`src/rtl/hsst_tx_pkg.sv`:
```
// rtl/hsst_tx_pkg.sv - shared states and control words for the HSST TX framer
package hsst_tx_pkg;

    typedef enum logic [2:0] {
        IDLE = 3'd0,
        SOF  = 3'd1,
        HDR  = 3'd2,
        PAY  = 3'd3,
        CRC  = 3'd4,
        EOF  = 3'd5
    } tx_state_t;

    localparam logic [15:0] K_IDLE   = 16'h50BC;
    localparam logic [15:0] K_SOF    = 16'h00FB;
    localparam logic [15:0] K_EOF    = 16'h00FD;
    localparam logic [15:0] CRC_INIT = 16'hFFFF;

    localparam logic [1:0] KFLAG_CTRL = 2'b01;
    localparam logic [1:0] KFLAG_DATA = 2'b00;

endpackage

```
`src/rtl/crc16_ccitt_d16.sv`:
```
// rtl/crc16_ccitt_d16.sv - CRC-16-CCITT over 16-bit words, one word per cycle
module crc16_ccitt_d16
    import hsst_tx_pkg::*;
(
    input  logic        clk,
    input  logic        rst_n,
    input  logic        clr,
    input  logic        en,
    input  logic [15:0] data,
    output logic [15:0] crc
);

    // Polynomial 0x1021, data consumed MSB first, unrolled across the word.
    function automatic logic [15:0] crc_step(input logic [15:0] c, input logic [15:0] d);
        logic [15:0] r;
        logic        fb;
        r = c;
        for (int i = 15; i >= 0; i--) begin
            fb = r[15] ^ d[i];
            r  = {r[14:0], 1'b0};
            if (fb) begin
                r = r ^ 16'h1021;
            end
        end
        return r;
    endfunction

    // Running CRC: clear wins over accumulate.
    always_ff @(posedge clk or negedge rst_n) begin
        if (!rst_n) begin
            crc <= CRC_INIT;
        end else if (clr) begin
            crc <= CRC_INIT;
        end else if (en) begin
            crc <= crc_step(crc, data);
        end
    end

endmodule

```
`src/rtl/hsst_tx_framer.sv`:
```
// rtl/hsst_tx_framer.sv - FIFO-to-HSST framer (optional CRC word via HSST_TX_CRC_EN)
module hsst_tx_framer
    import hsst_tx_pkg::*;
#(
    parameter int BURST_LEN      = 256,
    parameter int RD_DEPTH_WIDTH = 12
) (
    input  logic                    clk,
    input  logic                    rst_n,
    input  logic                    tx_en,
    input  logic [15:0]             fifo_rd_data,
    input  logic                    fifo_rd_empty,
    input  logic [RD_DEPTH_WIDTH:0] fifo_rd_water_level,
    output logic                    fifo_rd_en,
    output logic [15:0]             tx_data,
    output logic [1:0]              tx_kchar,
    output logic [15:0]             frame_cnt,
    output logic                    underflow_err
);

    localparam int                      CNT_W       = (BURST_LEN > 1) ? $clog2(BURST_LEN) : 1;
    localparam logic [CNT_W-1:0]        LAST_BEAT   = CNT_W'(BURST_LEN - 1);
    localparam logic [RD_DEPTH_WIDTH:0] START_LEVEL = (RD_DEPTH_WIDTH + 1)'(BURST_LEN);

    tx_state_t        state_q, state_d;
    logic [CNT_W-1:0] pay_cnt_q, pay_cnt_d;
    logic             rd_win_q, rd_win_d;
    logic             miss_q;
    logic [15:0]      tx_data_d;
    logic [1:0]       tx_kchar_d;
    logic [15:0]      pay_word;

`ifdef HSST_TX_CRC_EN
    logic        crc_clr;
    logic        crc_en;
    logic [15:0] crc_val;

    crc16_ccitt_d16 u_crc (
        .clk   (clk),
        .rst_n (rst_n),
        .clr   (crc_clr),
        .en    (crc_en),
        .data  (pay_word),
        .crc   (crc_val)
    );
`endif

    // The read window is a register; gating it with empty keeps reads off an empty FIFO.
    assign fifo_rd_en = rd_win_q & ~fifo_rd_empty;

    // Next state and next registered outputs. The read window runs one cycle ahead
    // of the word stream so the FIFO's read latency lands exactly in the PAY words.
    always_comb begin
        state_d    = state_q;
        pay_cnt_d  = pay_cnt_q;
        tx_data_d  = K_IDLE;
        tx_kchar_d = KFLAG_CTRL;
        pay_word   = miss_q ? 16'h0000 : fifo_rd_data;
`ifdef HSST_TX_CRC_EN
        crc_clr    = 1'b0;
        crc_en     = 1'b0;
`endif
        case (state_q)
            IDLE: begin
                if (tx_en && (fifo_rd_water_level >= START_LEVEL)) begin
                    state_d = SOF;
                end
            end
            SOF: begin
                tx_data_d = K_SOF;
                state_d   = HDR;
`ifdef HSST_TX_CRC_EN
                crc_clr   = 1'b1;
`endif
            end
            HDR: begin
                tx_data_d  = frame_cnt;
                tx_kchar_d = KFLAG_DATA;
                pay_cnt_d  = '0;
                state_d    = PAY;
            end
            PAY: begin
                tx_data_d  = pay_word;
                tx_kchar_d = KFLAG_DATA;
                pay_cnt_d  = pay_cnt_q + CNT_W'(1);
`ifdef HSST_TX_CRC_EN
                crc_en     = 1'b1;
                if (pay_cnt_q == LAST_BEAT) begin
                    state_d = CRC;
                end
`else
                if (pay_cnt_q == LAST_BEAT) begin
                    state_d = EOF;
                end
`endif
            end
`ifdef HSST_TX_CRC_EN
            CRC: begin
                tx_data_d  = crc_val;
                tx_kchar_d = KFLAG_DATA;
                state_d    = EOF;
            end
`endif
            EOF: begin
                tx_data_d = K_EOF;
                state_d   = IDLE;
            end
            default: begin
                state_d = IDLE;
            end
        endcase
        rd_win_d = (state_d == HDR) || ((state_d == PAY) && (pay_cnt_d != LAST_BEAT));
    end

    // State, read window and output registers; reset truncates any frame in flight.
    always_ff @(posedge clk or negedge rst_n) begin
        if (!rst_n) begin
            state_q       <= IDLE;
            pay_cnt_q     <= '0;
            rd_win_q      <= 1'b0;
            miss_q        <= 1'b0;
            tx_data       <= K_IDLE;
            tx_kchar      <= KFLAG_CTRL;
            underflow_err <= 1'b0;
        end else begin
            state_q       <= state_d;
            pay_cnt_q     <= pay_cnt_d;
            rd_win_q      <= rd_win_d;
            miss_q        <= rd_win_q & fifo_rd_empty;
            tx_data       <= tx_data_d;
            tx_kchar      <= tx_kchar_d;
            underflow_err <= underflow_err | (rd_win_q & fifo_rd_empty);
        end
    end

    // Completed-frame counter, bumped as EOF goes out; wraps naturally.
    always_ff @(posedge clk or negedge rst_n) begin
        if (!rst_n) begin
            frame_cnt <= 16'h0000;
        end else if (state_q == EOF) begin
            frame_cnt <= frame_cnt + 16'h0001;
        end
    end

endmodule
```
`config.mk`:
```
export PLATFORM = sky130hd
export DESIGN_NAME = hsst_tx_framer
export DESIGN_NICKNAME = d
export VERILOG_FILES = /design/src/rtl/hsst_tx_pkg.sv /design/src/rtl/crc16_ccitt_d16.sv /design/src/rtl/hsst_tx_framer.sv
export SDC_FILE = /design/constraint.sdc
export NUM_CORES = 1
export LEC_CHECK = 0
export CAP_MARGIN = 10
export CORE_MARGIN = 5
export CORE_UTILIZATION = 45
export CTS_CLUSTER_DIAMETER = 30
export DETAILED_ROUTE_END_ITERATION = 8
export PLACE_DENSITY = 0.82
export SYNTH_ARGS = -nofsm -noshare
export SYNTH_HDL_FRONTEND = slang
export SYNTH_SLANG_ARGS = --single-unit
```
`constraint.sdc`:
```
create_clock -name clk -period 2.2 [get_ports clk]
set_input_delay 0.22 -clock clk [delete_from_list [all_inputs] [get_ports clk]]
set_output_delay 0.22 -clock clk [all_outputs]
set_load 0.01 [all_outputs]
```
Yosys cells after proc, flatten, opt, wreduce, memory -nomap -nowiden. Index checks and enable logic that the tools add are counted.

Output and inout port bits: 36. Bits of input ports: 33. Word-level logic and storage cells: 35. Flip-flop bits (word level): 48.

Reduce and logical (&&, ||, !) cells: 5. Equality and inequality tests: 8. Order comparisons: 1. Bitwise gates (word level): 4. Muxes and demuxes: 7. $add $sub $neg: 2.

Operators with widths (number): $pmux W16 S4 (1); $add A16 B1 Y16 const B (1); $mux W16 (1); $pmux W8 S2 (1); $ge A13 B9 Y1 const B (1); $eq A3 B2 Y1 const B (4); $pmux W3 S4 (1); $add A8 B1 Y8 const B (1); $eq A8 B8 Y1 const B (1); $ne A8 B8 Y1 const B (1); $mux W3 (2); $eq A3 B1 Y1 const B (1); $eq A3 B3 Y1 const B (1); $logic_not A3 Y1 (1); $and A1 B1 Y1 (2); $logic_and A1 B1 Y1 (2); $reduce_or A2 Y1 (1); $logic_or A1 B1 Y1 (1); $mux W1 (1); $not A1 Y1 (1); $or A1 B1 Y1 (1).

Depth between registers and ports, before layout.
Word-level depth: 7. Mapped depth: 6. Mapped depth without buffers: 6.

Worst setup path before layout. OpenSTA, ideal clock, no wires.

Kind: reg-to-reg. From: register pay_cnt_q[0]. To: register rd_win_q. Clock period less this slack: 1.537 ns. Required time: 2.118 ns. Data arrival time: 1.455 ns. Slack: 0.663 ns. Cell stages (with the launch flop): 7. Cell sequence: dfrtp_1 ha_1 nand3_1 and3_1 a211o_1 and3_1 a31oi_1.

Elaborated cells between the ends (all ways): 10. Those cells by class: add/sub (1); eq/ne (4); mux (3); reduce/logical (2).

RTL lines: start: declaration (RTL line hsst_tx_framer.sv:26) `logic [CNT_W-1:0] pay_cnt_q, pay_cnt_d;`; start signal: assignment (RTL line hsst_tx_framer.sv:127) `pay_cnt_q <= pay_cnt_d;`; $add A8 B1 Y8 (RTL line hsst_tx_framer.sv:85) `pay_cnt_d = pay_cnt_q + CNT_W'(1);`; $pmux W8 S2 (RTL line hsst_tx_framer.sv:63) `case (state_q)`; named net pay_cnt_d[4] (RTL line hsst_tx_framer.sv:26); $ne A8 B8 Y1 (RTL line hsst_tx_framer.sv:112) `rd_win_d = (state_d == HDR) || ((state_d == PAY) && (pay_cnt_d != LAST_BEAT));`; $logic_and A1 B1 Y1 (RTL line hsst_tx_framer.sv:112); $logic_or A1 B1 Y1 (RTL line hsst_tx_framer.sv:112); named net rd_win_d (RTL line hsst_tx_framer.sv:27) `logic rd_win_q, rd_win_d;`; end signal: assignment (RTL line hsst_tx_framer.sv:128) `rd_win_q <= rd_win_d;`; end: declaration (RTL line hsst_tx_framer.sv:27).

The timed path passes the listed nets, and every way through them passes these cells. A chain may end at the register's enable or synchronous reset.

Worst setup path after layout.
From: register state_q[2]. To: register rd_win_q.

Cells in the longest elaborated chain, start to end: 5. Elaborated cells between the ends (all ways): 13. Those cells by class: eq/ne (6); mux (4); reduce/logical (3).

Ends and longest elaborated chain: start: declaration (RTL line hsst_tx_framer.sv:25) `tx_state_t state_q, state_d;`; start signal: assignment (RTL line hsst_tx_framer.sv:126) `state_q <= state_d;`; $eq A3 B2 Y1 (RTL line hsst_tx_framer.sv:63); $pmux W8 S2 (*) (RTL line hsst_tx_framer.sv:63); named net pay_cnt_d[4] (RTL line hsst_tx_framer.sv:26); $ne A8 B8 Y1 (*) (RTL line hsst_tx_framer.sv:112); $logic_and A1 B1 Y1 (*) (RTL line hsst_tx_framer.sv:112); $logic_or A1 B1 Y1 (*) (RTL line hsst_tx_framer.sv:112); named net rd_win_d (RTL line hsst_tx_framer.sv:27).

Mark *: on every way through the listed nets, which the timed path passes. The rest lies on a longest branch.

==> flow_summary.toml <==
[status]
run_status = "finished, final reports clean"

[critical_path]
timing.critical_path.to_type = "flip-flop"
timing.setup.critical_path_class = "reg -> reg"
critical_path_arrival_ns = 2.08
critical_path.cell_chain = "and2b_1 -> inv_2 -> nor4_1 -> a211o_1 -> and3_1 -> a31oi_1"
critPathRequiredTime_ns = 2.41
timing.critical_path.from_type = "flip-flop"
critical_path.max_stage_delay_ns = 0.52
timing.critical_path.fanout_max = 19
timing.critical_path.slowest_stage_cell = "sky130_fd_sc_hd__dfrtp_1"
rr_worst_depth = 6

[place]
placement.setup.worst_slack_ns = 0.3416
gp_congestion = 0.7774
io_buffer_count = 59
placedCellCount = 301
post-dp-hpwl_um = 3390

[logic_synthesis]
share_of_synthesized_registers_carrying_an_async_set_or_reset_pct = 100.0
synth_commonest_cells = "sky130_fd_sc_hd__dfrtp_1 (39), sky130_fd_sc_hd__nand2_1 (21), sky130_fd_sc_hd__nor2_1 (20)"
top_cells_by_area_synth = "sky130_fd_sc_hd__dfrtp_1 (47%), sky130_fd_sc_hd__dfstp_2 (10%), sky130_fd_sc_hd__xnor2_1 (4.6%)"
most_common_cell_in_the_netlist = "sky130_fd_sc_hd__dfrtp_1"
synth_seq_area_share_pct = 57.18
synth_top_area_cell = "sky130_fd_sc_hd__dfrtp_1"
mappedNetlistArea_sq_um = 2074
synth-edff-count = 0
ys.warnings.count = 0
netlist_instances = 193
synth_seq_cells = 47
synth.net_count = 228
synth_top_cell_area_share_pct = 47.04
cell_variety_after_synth = 48
synth_top_flop_cell = "sky130_fd_sc_hd__dfrtp_1"
syn_avg_cell_area_sq_um = 10.75

[power_and_ir_drop]
power.switching_mw = 0.4893
power.density_nw_per_um2 = 683.7
power.ir.vdd_worst_v = 0.0004479
p_comb_share_pct = 14.7
clkPwrFrac_pct = 33.3
p_sw_share_pct = 25.07
finalPower_mw = 1.952
power.share.sequential_pct = 52.0
power_report.internal_total_mw = 1.463
power.leakage_nw = 1.285

[grt]
globalRoute.busiestLayer = "met2"
globalRouteMet3Util_pct = 4.861
use_met2_pct = 28.30
grt_pass1_wl_um = 7962
number_of_antenna_violations_at_the_first_check_in_global_routing = 0
maximum_number_of_pins_on_one_net_before_global_route_repair = 48
first_global_vias = 1666
grt-ovfl-total = 0
track_usage_pct = 16.08
grt_use_met1_pct = 19.33

[cts]
post_cts_buffers = 0
numCtsBuffers = 5
worst_setup_hold_path_clk_slew_ns = 0.08
insertion_delay_ns = 0.30
cts-root-buf = "sky130_fd_sc_hd__clkbuf_8"
deepest_clock_path_buffer_count = 2
cts_tree = "yes"
cts.sinks = 47
clock_tree.htree_level_count = 2

[drt]
vias = 1673
viasPerCell = 5.397
detail_route.wirelength_um = 4652
drt_iter0_drc = 80
detailedRoute.firstPassIterationCount = 4
drt.antenna.violating_nets = 0
drcViolationCount = 0
avgRoutedWirePerCell_um = 15.01

[hold_path]
timing.hold.worst.class = "in -> async"

[sta]
timing.fmax_mhz = 535.4
rsz_0062_raised_after_global_routing = "false"
setup_viol = 0
final-hold-violation-count = 0
timing.final.crit_share_pct = 84.90
finalCriticalPeriod_ns = 1.868
final.setup_skew_ns = 0.008531
fin_ws_ns = 0.3322
maxSlewViolCount = 0
final.setup.tns_ns = 0

[cells_and_area]
n_fill_cell = 340
antenna-diode-count = 0
postLayoutCoreUtil_pct = 64.68
drive_above_1_share_pct = 10.85
signed_area_change_from_the_synthesized_netlist_to_the_final_layout_pct = 37.64
layoutNonFillerInstCount = 310
total_nets_final = 292

[die]
core_area_sq_um = 4414
die_boundary_height_um = 77.90
number_of_primary_i_o_pins = 69
die_w_um = 77.90
design.die.area_sq_um = 6068
rows = 24
initial_utilization_pct = 47.00

[job]
max_cap_violations = 0
## area by class of cell
type | instances | area, sq um | area share [%]
well taps | 52 | 65.06 | 2.279
clock buffers | 6 | 82.58 | 2.892
repair buffers | 64 | 638.1 | 22.35
multi-input cells | 133 | 825.8 | 28.92
clock inverters | 2 | 35.03 | 1.227
inverters | 6 | 22.52 | 0.7888
flip-flops and latches | 47 | 1186 | 41.54
## metrics by stage
| step | hold slack [ns] | area, sq um |
|---|---|---|
| 2_1_floorplan | -0.07559 | 2074 |
| 3_3_place_gp | 0.2214 | 2728 |
| 6_report | 0.4230 | 2855 |
| 3_5_place_dp | 0.2237 | 2728 |
| 5_1_grt | 0.4511 | 2855 |
| 4_1_cts | 0.4398 | 2855 |
## worst max-delay path, delay by kind of cell, from the launching register on
kind	cells	cell delay, ns
and+or+nand+nor	3	0.55
buffers and inverters	1	0.27
DFF	1	0.52
AOI/OAI and AO/OA	2	0.43
## placed cells by master, fill, tap and decap left out, drive strengths merged, types with 4 or more instances in the layout
| cell | n |
|---|---|
| a22oi | 6 |
| xor2 | 4 |
| clkdlybuf4s50 | 58 |
| o21ai | 6 |
| a21oi | 4 |
| dfstp | 8 |
| a221o | 4 |
| clkbuf | 6 |
| nor2b | 4 |
| inv | 6 |
| buf | 5 |
| nand3 | 12 |
| nor2 | 21 |
| and3 | 4 |
| nand2 | 21 |
| xnor2 | 11 |
| dfrtp | 39 |
## power groups by stage
stage / logic [mW] / registers [mW] / clock network, mW
after floorplan: 0.152 / 1.02 / 0
after global placement: 0.277 / 1.02 / 0
after detailed placement: 0.286 / 1.03 / 0
after CTS: 0.288 / 1.01 / 0.661
after global routing: 0.319 / 1.02 / 0.704
final: 0.287 / 1.01 / 0.651
## what timing repair did
item | 4_1_cts | 5_1_grt
resized for setup | 0 | 0
hold buffers | 1 | 0
hold endpoints to repair | 39 | 0
## logic make-up (layout without fill, tap and decap cells)
family	Yosys count	in the layout	synth area share (%)
adders and majority gates	2	2	1.206
DFF	47	47	57.18
other	1	1	0.1808
buffers and inverters	13	78	3.016
AOI/OAI and AO/OA	32	32	11.34
xor gates and xnor gates	15	15	6.333
and+or+nand+nor	80	80	19.24
muxes	3	3	1.508
## flip-flops by register name, summed over array words and instances (netlist names)
| signal | count |
|---|---|
| frame_cnt | 16 |
| miss_q | 1 |
| pay_cnt_q | 8 |
| rd_win_q | 1 |
| state_q | 3 |
| tx_data | 16 |
| tx_kchar | 1 |
| underflow_err | 1 |
## layer usage
layer | up-vias | share of wire [%]
li1 | 803 | -
met3 | 4 | 7.1
met5 | - | 0
met4 | 0 | 0.86
met1 | 817 | 43
met2 | 49 | 49
## path summary, 6_finish.rpt
kind,startpoint,end,slack [ns]
worst max register to register,state_q[2]$_DFF_PN0_,rd_win_q$_DFF_PN0_,0.33
max in group asynchronous,rst_n,tx_data[2]$_DFF_PN1_,1.50
worst max-delay path,state_q[2]$_DFF_PN0_,rd_win_q$_DFF_PN0_,0.33
min in group clk,underflow_err$_DFF_PN0_,underflow_err$_DFF_PN0_,0.47
worst min register to register,underflow_err$_DFF_PN0_,underflow_err$_DFF_PN0_,0.47
worst min-delay path,rst_n,frame_cnt[3]$_DFFE_PN0P_,0.42
Note: power is estimated with default switching activity, not from simulation.
